[config.mk]
export PLATFORM = sky130hd
export DESIGN_NAME = mul_seq_ctrl
export DESIGN_NICKNAME = d
export VERILOG_FILES = /design/src/rtl/mul_seq_ctrl.sv
export SDC_FILE = /design/constraint.sdc
export NUM_CORES = 1
export LEC_CHECK = 0
export ABC_CLOCK_PERIOD_IN_PS = 3100
export CAP_MARGIN = 30
export CORE_ASPECT_RATIO = 1.4
export CORE_UTILIZATION = 25
export DETAILED_ROUTE_END_ITERATION = 12
export GPL_ROUTABILITY_DRIVEN = 0
export GPL_TIMING_DRIVEN = 0
export SLEW_MARGIN = 20
export SYNTH_ARGS = -nofsm -noshare
export SYNTH_HDL_FRONTEND = slang
export SYNTH_SLANG_ARGS = --single-unit
[constraint.sdc]
create_clock -name clk -period 3.1 [get_ports clk]
set_clock_uncertainty 0.15 [all_clocks]
set_input_delay 0.465 -clock clk [delete_from_list [all_inputs] [get_ports clk]]
set_output_delay 0.465 -clock clk [all_outputs]
set_load 0.02 [all_outputs]
[src/rtl/mul_seq_ctrl.sv]
// Sequential sign/magnitude shift-add multiplier controller.
// One operand pair in flight; the signed 2*width-bit product is presented on a valid/ready port.
module mul_seq_ctrl #(
  parameter int width = 6
) (
  input  logic                 clk,
  input  logic                 rst_n,
  input  logic                 in_valid,
  output logic                 in_ready,
  input  logic [width-1:0]     a,
  input  logic [width-1:0]     b,
  output logic                 out_valid,
  input  logic                 out_ready,
  output logic [2*width-1:0]   out,
  output logic                 busy
);

  localparam int CW = $clog2(width);
  localparam int PW = 2 * width;

  typedef enum logic [1:0] {
    S_IDLE = 2'd0,
    S_RUN  = 2'd1,
    S_FIX  = 2'd2,
    S_DONE = 2'd3
  } state_t;

  state_t           r_state;
  state_t           w_next;
  logic [width-1:0] r_ma;
  logic [width-1:0] r_mb;
  logic             r_neg;
  logic [CW-1:0]    r_cnt;
  logic [PW-1:0]    r_acc;
  logic [PW-1:0]    r_out;

  logic             w_accept;
  logic             w_last;
  logic [width-1:0] w_abs_a;
  logic [width-1:0] w_abs_b;
  logic [PW-1:0]    w_addend;

  assign w_accept = in_valid && (r_state == S_IDLE);
  assign w_last   = (r_cnt == CW'(width - 1));

  // Negating -2^(width-1) yields 2^(width-1), which is exact as an unsigned width-bit value.
  assign w_abs_a  = a[width-1] ? -a : a;
  assign w_abs_b  = b[width-1] ? -b : b;
  assign w_addend = {{width{1'b0}}, r_ma} << r_cnt;

  always_ff @(posedge clk) begin
    if (!rst_n) r_state <= S_IDLE;
    else        r_state <= w_next;
  end

  // NOTE: every signal assigned here gets a default first, so no path leaves it unassigned (no latch).
  always_comb begin
    w_next = r_state;
    case (r_state)
      S_IDLE:  if (w_accept) w_next = S_RUN;
      S_RUN:   if (w_last) w_next = S_FIX;
      S_FIX:   w_next = S_DONE;
      S_DONE:  if (out_ready) w_next = S_IDLE;
      default: w_next = S_IDLE;
    endcase
  end

  // NOTE: sequential state uses non-blocking assignments so all registers update from pre-edge values.
  always_ff @(posedge clk) begin
    if (!rst_n) begin
      r_ma  <= '0;
      r_mb  <= '0;
      r_neg <= 1'b0;
      r_cnt <= '0;
      r_acc <= '0;
      r_out <= '0;
    end else begin
      case (r_state)
        S_IDLE: begin
          if (w_accept) begin
            r_ma  <= w_abs_a;
            r_mb  <= w_abs_b;
            r_neg <= a[width-1] ^ b[width-1];
            r_acc <= '0;
            r_cnt <= '0;
          end
        end
        S_RUN: begin
          if (r_mb[r_cnt]) r_acc <= r_acc + w_addend;
          r_cnt <= r_cnt + 1'b1;
        end
        S_FIX: begin
          // A zero magnitude negates to zero, so neg=1 with a zero product stays 0.
          r_out <= r_neg ? -r_acc : r_acc;
        end
        default: ;
      endcase
    end
  end

  assign in_ready  = (r_state == S_IDLE);
  assign out_valid = (r_state == S_DONE);
  assign busy      = (r_state != S_IDLE);
  assign out       = r_out;

endmodule

* Word level (Yosys, flattened, before mapping)
Index checks and enable logic that the tools add are counted.
Cells by class: add/subtract/negate cells 5, multipliers 0, div/mod/pow operators 0, order comparisons 1, equality and inequality tests 8, shift-type cells 1, multiplexer cells 14, bitwise operators 1, reduce and logical (&&, ||, !) cells 8
Operators by type and width (number):
- $mux 12 | 3
- $pmux 12 s2 | 1
- $add 12x12->12 | 1
- $mux 6 | 2
- $neg 12->12 | 1
- $neg 6->6 | 2
- $shl 6x3->12 | 1
- $pmux 2 s4 | 1
- $mux 2 | 3
- $pmux 3 s2 | 1
- $reduce_and 3->1 | 2
- $eq 2x2->1 const B | 2
- $lt 3x4->1 const B | 1
- $ne 2x1->1 const B | 2
- $ne 2x2->1 const B | 2
- $reduce_and 2->1 | 2
- $reduce_bool 2->1 | 2
- $add 3x1->3 const B | 1
- $bmux 1 s3 | 1
- $eq 3x3->1 const B | 1
- $mux 3 | 1
- $eq 2x1->1 const B | 1
- $logic_not 2->1 | 1
- $logic_and 1x1->1 | 1
- other kinds (2) | 2
Word-level totals: register bits after elaboration 42, latch bits 0, memory bits (writable) 0, bits in read-only memories 0, input bits 16, word-level logic and storage cells 45, memories kept 0

* Longest topological paths before layout
Gate-level depths: netlist (run 1).
depth in word-level cells 4, gate-level depth with buffers 13, gate-level depth less buffers 12

* Worst setup path after synthesis (run 1)
No wires, ideal clock.
kind reg2reg, start point register r_cnt[0], end point register r_acc[10], arrival 2.850 ns, data required time 2.833 ns, slack -0.017 ns, cell stages (with the launch flop) 11, buffers on the path 2, period minus slack after synthesis 3.117 ns, cells stage by stage dfxtp_1 buf_2 buf_1 mux2i_1 nor3_1 fa_1 a211oi_1 nor4_1 o41a_1 or3_1 a32o_1
Between the ends: word-level cells in the longest chain between the ends 4
Ends and longest elaborated chain:
- start: declaration | RTL line 33 | logic [CW-1:0] r_cnt;
- start signal: assignment | RTL line 90 | r_cnt <= r_cnt + 1'b1;
- $shl 6x3->12 or $bmux 1 s3 (tied branches) | RTL line 49, 89
- $add 12x12->12 or $mux 1 (tied branches) | RTL line 89 | if (r_mb[r_cnt]) r_acc <= r_acc + w_addend;
- $mux 12 or $ne 2x2->1 (tied branches)
- $pmux 12 s2 or $reduce_and 3->1 (tied branches)
- end signal: assignment | RTL line 89
- end: declaration | RTL line 34 | logic [PW-1:0] r_acc;
Several ways; a longest one is shown, not always the timed one. The select of a mux whose other input is x is not followed. A chain may end at the register's enable or synchronous reset.

* Final worst setup path (run 1)
start point register r_cnt[1], end point register r_acc[10]
The elaborated chain is that of the path after synthesis.

==> results of run 1 <==
path summary, 6_finish.rpt:
path / from / end / depth (start not counted)
worst max-delay path: r_cnt[1]$_SDFFE_PN0P_ / r_acc[10]$_SDFFE_PN0P_ / 12
worst min-delay path: r_mb[0]$_SDFFE_PN0P_ / r_mb[0]$_SDFFE_PN0P_ / 2
worst max register to register: r_cnt[1]$_SDFFE_PN0P_ / r_acc[10]$_SDFFE_PN0P_ / 12
worst min register to register: r_mb[0]$_SDFFE_PN0P_ / r_mb[0]$_SDFFE_PN0P_ / 2
flip-flops by register name, indices dropped and copies added, names as in the netlist:
name	cells
r_state	2
out	12
r_mb	6
r_neg	1
r_cnt	3
r_ma	6
r_acc	12
power breakdown:
group          internal [mW]  total, mW  switching (mW)
Sequential             0.649      0.729          0.0795
Clock                  0.301      0.534           0.233
Combinational          0.429      0.984           0.555
Total                   1.38       2.25           0.867
final cells by class:
cell class,instances,share of cell area (%)
Multi-Input combinational cell,252,52.1
Inverter,15,1.66
Tap cell,138,5.08
Sequential cell,42,24.9
Clock buffer,5,3.68
Clock inverter,3,0.700
Timing Repair Buffer,34,9.72
Buffer,13,2.25
cell usage in the layout (no fill, tap or decap), types with 4 or more instances in the layout:
| master | synthesis | final |
|---|---|---|
| o21ai_0 | 18 | 16 |
| buf_4 | 0 | 4 |
| a22o_1 | 9 | 9 |
| mux2i_1 | 9 | 8 |
| dfxtp_1 | 42 | 39 |
| clkdlybuf4s50_1 | 0 | 30 |
| xor2_1 | 15 | 15 |
| clkbuf_16 | 0 | 5 |
| clkbuf_1 | 9 | 7 |
| o211ai_1 | 4 | 4 |
| ha_1 | 20 | 19 |
| inv_1 | 15 | 15 |
| o31ai_1 | 4 | 4 |
| mux2_2 | 5 | 5 |
| nand2b_1 | 4 | 4 |
| a21oi_1 | 15 | 15 |
| nor2_1 | 45 | 45 |
| nor2b_1 | 5 | 5 |
| nand2_1 | 29 | 28 |
| xnor2_1 | 9 | 9 |
| nor3_1 | 7 | 6 |
| a211oi_1 | 19 | 18 |
kinds of logic (layout without fill, tap and decap cells):
logic type                 after synthesis  in the layout  share of synthesized area (%)
AOI/OAI and AO/OA                       87             87                           22.7
xor gates and xnor gates                24             24                           7.84
adders and majority gates               21             21                           10.1
buffers and inverters                   29             70                           4.15
DFF                                     42             42                           31.4
muxes                                   15             15                           6.30
and+or+nand+nor                        105            105                           17.6
per-stage QoR:
step / total power, mW / utilization (%) / instances
2_1_floorplan: 1.37 / - / 323
3_3_place_gp: 1.65 / 30.3 / 491
3_5_place_dp: 1.68 / 30.3 / 491
4_1_cts: 2.22 / 32.0 / 499
5_1_grt: 2.40 / 32.7 / 502
6_report: 2.25 / 32.7 / 502
metal layers:
metal / share of wire (%) / track usage, % / vias to the layer above
met4: 2.7 / 4.67 / 0
met2: 51 / 22.0 / 55
met5: 0 / 0 / -
li1: - / - / 1236
met1: 44 / 14.6 / 1159
met3: 2.8 / 2.25 / 17
what timing repair did:
item,CTS,global route
setup endpoints to repair,4,4
hold endpoints to repair,0,0
buffers inserted,0,4
pin swaps,0,4
gates resized for setup,8,14
cloned,0,0
worst register-to-register path, stage by stage (launching register included):
cell,delay [ns]
dfxtp_2,0.35
buf_8,0.14
mux2_2,0.35
nand2_1,0.06
o21ai_0,0.10
nor2_1,0.13
a21oi_1,0.07
ha_1,0.39
nand2_2,0.11
nor4_1,0.06
o41a_1,0.42
or3_1,0.31
a32o_1,0.25
==> reports/metrics.yaml, run 1 <==
status:
  status: "completed"
layout:
  drive_above_1_share_pct: 10.2
  multi_input_area_sq_um: 1770
  syn_to_final_growth_pct: 26.7
  num_antenna_cells: 0
  regArea_sq_um: 845
  final_area_sq_um: 3400
  fin_nets: 400
  num-fill-cells: 1096
setup_path:
  crit_path_max_incr_delay_ns: 0.42
  crit_family: "compound AO/OA/AOI/OAI gates"
  path_cells: "buf_8 > mux2_2 > nand2_1 > o21ai_0 > nor2_1 > a21oi_1 > ha_1 > nand2_2 > nor4_1 > o41a_1 > or3_1 > a32o_1"
  critPathLaunchType: "flop"
  cp_max_fo: 10
  crit_type: "flop to flop"
  ff2ff_setup_slack_ns: 0.11
  cp_num_buf_inv: 1
  end_kind: "flop"
  cpMaxStageDelayCell: "o41a_1"
  worstPathRequired_ns: 3.13
  arrival_ns: 3.01
floorplanning:
  core_sq_um: 10400
  start_util_pct: 25.8
  fp.dieH_um: 125
  io-pin-count: 31
  rows: 44
  die_w_um: 89.5
  die_area_sq_um: 11100
cts:
  cts_hold_buf: 0
  cts_tree: "built"
  clock_latency_ns: 0.29
  clk_transition_reported_paths_ns: 0.07
  cts_num_sinks: 42
  cts_root_buf: "clkbuf_16"
  numCtsBuffers: 5
  cts_buffer_depth: 2
  cts_max_level: 2
synthesis:
  synth_area_per_cell_sq_um: 8.30
  syn_inst: 323
  netlist_area_sq_um: 2680
  ys.flop_type: "dfxtp_1"
  synth_top_area_cell: "dfxtp_1"
  synth-seq-cells: 42
  yosys.area.top_type_share_pct: 31.4
  synth_edf_count: 0
  yosysSeqAreaShare_pct: 31.4
  synthTopCellsByCount: "nor2_1 (45), dfxtp_1 (42), nand2_1 (29)"
  synth_area_leaders: "dfxtp_1 (31%), ha_1 (9.3%), nor2_1 (6.3%)"
  ys_warn_count: 0
  yosysUniqueCellTypes: 45
  postSynth.asyncResetShare_pct: 0
  yosysMostFrequentCell: "nor2_1"
  synth_fp_nets: 360
global_routing:
  grt_overflow: 0
  grt.total_usage_pct: 12.5
  antenna_found_initial: 0
  grt_pass1_wl_mm: 11.0
  grt_pass1_vias: 2367
  grt_max_degree: 16
place:
  port-buffer-count: 30
  place_area_sq_um: 3160
  dp_hpwl_mm: 5.12
  place_ws_ns: -0.327
sta:
  tightest_slew_ns: 0.731
  period_needed_ns: 2.99
  whs_ns: 0.316
  timing.fmax_ghz: 0.335
  fin_crit_sh_pct: 96.3
  hold_viol_final: 0
  setup_tns_ns: 0
  finalMaxSlewViolations: 0
  maxSlewHeadroom_pct: 50.9
  setup_slack_ns: 0.115
  finalSetupViolCount: 0
flow_run:
  drv_cap: 0
power_and_ir_drop:
  p_per_area_nw_per_um2: 661
  vdd_drop_max_v: 0.000233
  leakage_nw: 1.32
detailed_routing:
  drt_pass1_iterations: 5
  wirelength_mm: 6.65
  drt_iter0_markers: 89
  ant_nets: 0
  wl_per_cell_um: 13.2
  vias_per_cell: 4.91
  vias: 2467
  drc: 0
min_path:
  hp-class: "flop to flop"
No activity file was read; power rests on OpenSTA's default activity.
==> run 2, diff against run 1 <==
CORE_UTILIZATION = 51   (was 25)
PLACE_DENSITY = 0.77   (was not set)
==> run 2 against run 1 <==
  * Power down 7.2%
  * Non-clock buffer count unchanged
  * Register-to-register slack about the same
  * Clock-buffer cell count is 2 higher
  * Sequential power about the same
  * Worst hold slack improved by 0.0042 ns
  * Via count fell by 3.5%
  * Global-route usage is 11 points higher
  * Routed wire length shrank 6.9%
  * Maximum frequency grew 0.26%
  * Final area is 4.7% lower
  * Highest routed layer unchanged
==> reports/metrics.yaml, run 2 (synthesized netlist as in run 1, its figures left out) <==
status:
  status: "completed"
flow_run:
  drv_cap: 0  # unchanged
cts:
  cts_buffer_depth: 2  # unchanged
  numCtsBuffers: 5  # unchanged
  cts_tree: "built"
  cts_hold_buf: 0  # unchanged
  clk_transition_reported_paths_ns: 0.08  # about the same
  clock_latency_ns: 0.30  # about the same
  cts_num_sinks: 42  # unchanged
  cts_max_level: 2  # unchanged
  cts_root_buf: "clkbuf_8"
min_path:
  hp-class: "flop to flop"
  min_from: "r_mb[0]$_SDFFE_PN0P_"
floorplanning:
  die_area_sq_um: 5560  # -50%
  io-pin-count: 31  # unchanged
  fp.dieH_um: 87.8  # -30%
  start_util_pct: 54.1  # +28 points
  core_sq_um: 4950  # -52%
  rows: 30  # -32%
  die_w_um: 63.3  # -29%
sta:
  timing.fmax_ghz: 0.336  # +0.26%
  period_needed_ns: 2.98  # -0.00782 ns
  setup_slack_ns: 0.123  # +0.00782 ns
  finalMaxSlewViolations: 0  # unchanged
  finalSetupViolCount: 0  # unchanged
  maxSlewHeadroom_pct: 60.4  # +9.5 points
  tightest_slew_ns: 0.594  # -0.138 ns
  fin_crit_sh_pct: 96.0  # -0.25 points
  rsz0062_at_grt: "false"
  hold_viol_final: 0  # unchanged
setup_path:
  arrival_ns: 3.03  # +0.02 ns
  cp_max_fo: 10  # unchanged
  ff2ff_setup_slack_ns: 0.12  # about the same
  critPathLaunchType: "flop"
  worstPathRequired_ns: 3.15  # +0.02 ns
  startpoint: "r_cnt[0]$_SDFFE_PN0P_"
  worstReg2RegStart: "r_cnt[0]$_SDFFE_PN0P_"
  crit_type: "flop to flop"
  end_kind: "flop"
power_and_ir_drop:
  p_per_area_nw_per_um2: 644  # -2.6%
  finalPower_mw: 2.09  # -7.2%
  vdd_drop_max_v: 0.000620  # +170%
  leakage_nw: 1.29  # -1.8%
layout:
  num-fill-cells: 443  # -60%
  num_antenna_cells: 0  # unchanged
  final_cell_mix: "nor2_1 (45), dfxtp_1 (40), clkdlybuf4s50_1 (30)"
  final_common_cell: "nor2_1"
  multi_input_area_sq_um: 1760  # -0.28%
  regArea_sq_um: 843  # -0.15%
  stdcell_count: 428  # -15%
  fin_nets: 400  # unchanged
  drive_above_1_share_pct: 9.34  # -0.82 points
  syn_to_final_growth_pct: 20.8
detailed_routing:
  drt_iter0_markers: 91  # +2.2%
  wl_per_cell_um: 14.5  # +9.1%
  ant_nets: 0  # unchanged
  vias: 2381  # -3.5%
  drc: 0  # unchanged
  vias_per_cell: 5.56  # +13%
  drt_pass1_iterations: 5  # unchanged
  wirelength_mm: 6.19  # -6.9%
global_routing:
  grt_pass1_wl_mm: 10.4  # -6.2%
  grt_overflow: 0  # unchanged
  grt_max_degree: 13  # -3
  antenna_found_initial: 0  # unchanged
  grt_pass1_vias: 2279  # -3.7%
  grt.total_usage_pct: 23.9  # +11 points
place:
  port-buffer-count: 30  # unchanged
  place_ws_ns: -0.291  # +0.0362 ns
  dp_hpwl_mm: 4.75  # -7.4%
  placed_cells: 417  # -15%
==> run 2: repair_timing <==
item	in CTS	in global routing
gates resized for setup	8	11
setup buffers	0	3
endpoints found under the setup margin	4	3
pin swaps	0	1
endpoints found under the hold margin	0	0
==> run 2: critical path, cell delays in order (launching register included) <==
cell	delay, ns
dfxtp_1	0.38
buf_6	0.15
buf_6	0.14
mux2i_4	0.24
nor3_1	0.10
fa_2	0.40
a211oi_2	0.23
nor4_1	0.09
o41a_1	0.42
or3_1	0.31
a32o_1	0.26
==> run 2: per-stage QoR <==
step / util (%) / setup TNS (ns) / area (sq um) / hold WS [ns]
after floorplan: - / 0 / 2680 / 0.283
after global placement: 61.8 / -0.384 / 3060 / 0.307
after detailed placement: 61.8 / -0.615 / 3060 / 0.310
after CTS: 64.1 / 0 / 3180 / 0.321
after global routing: 65.4 / 0 / 3240 / 0.362
final: 65.4 / 0 / 3240 / 0.320
==> run 2: path summary, 6_finish.rpt <==
check                      endpoint  cells after the start
max reg2reg  r_acc[10]$_SDFFE_PN0P_                     10
max          r_acc[10]$_SDFFE_PN0P_                     10
min            r_mb[0]$_SDFFE_PN0P_                      2
min reg2reg    r_mb[0]$_SDFFE_PN0P_                      2
==> run 2: power breakdown <==
| part | switching, mW | internal, mW |
|---|---|---|
| Combinational | 0.559 | 0.428 |
| Sequential | 0.0799 | 0.648 |
| Clock | 0.191 | 0.180 |
==> run 2: cell type report <==
class                           instances  share of cell area (%)
Multi-Input combinational cell        252                    54.5
Timing Repair Buffer                   33                    9.97
Clock inverter                          1                   0.154
Clock buffer                            7                    2.67
Buffer                                 14                    2.51
Inverter                               15                    1.74
Sequential cell                        42                    26.0
Tap cell                               64                    2.47
==> run 2: layer usage <==
metal	part of all wire, %	track usage (%)	up-vias
li1	-	-	1225
met2	55	46.9	36
met4	1.5	8.06	0
met5	0	0	-
met3	2.2	4.95	7
met1	41	24.9	1113
==> run 3, diff against run 2 <==
SLEW_MARGIN = not set   (was 20)
==> results of run 3 <==
Final layout, timing and power as in run 2 (identical DEF).
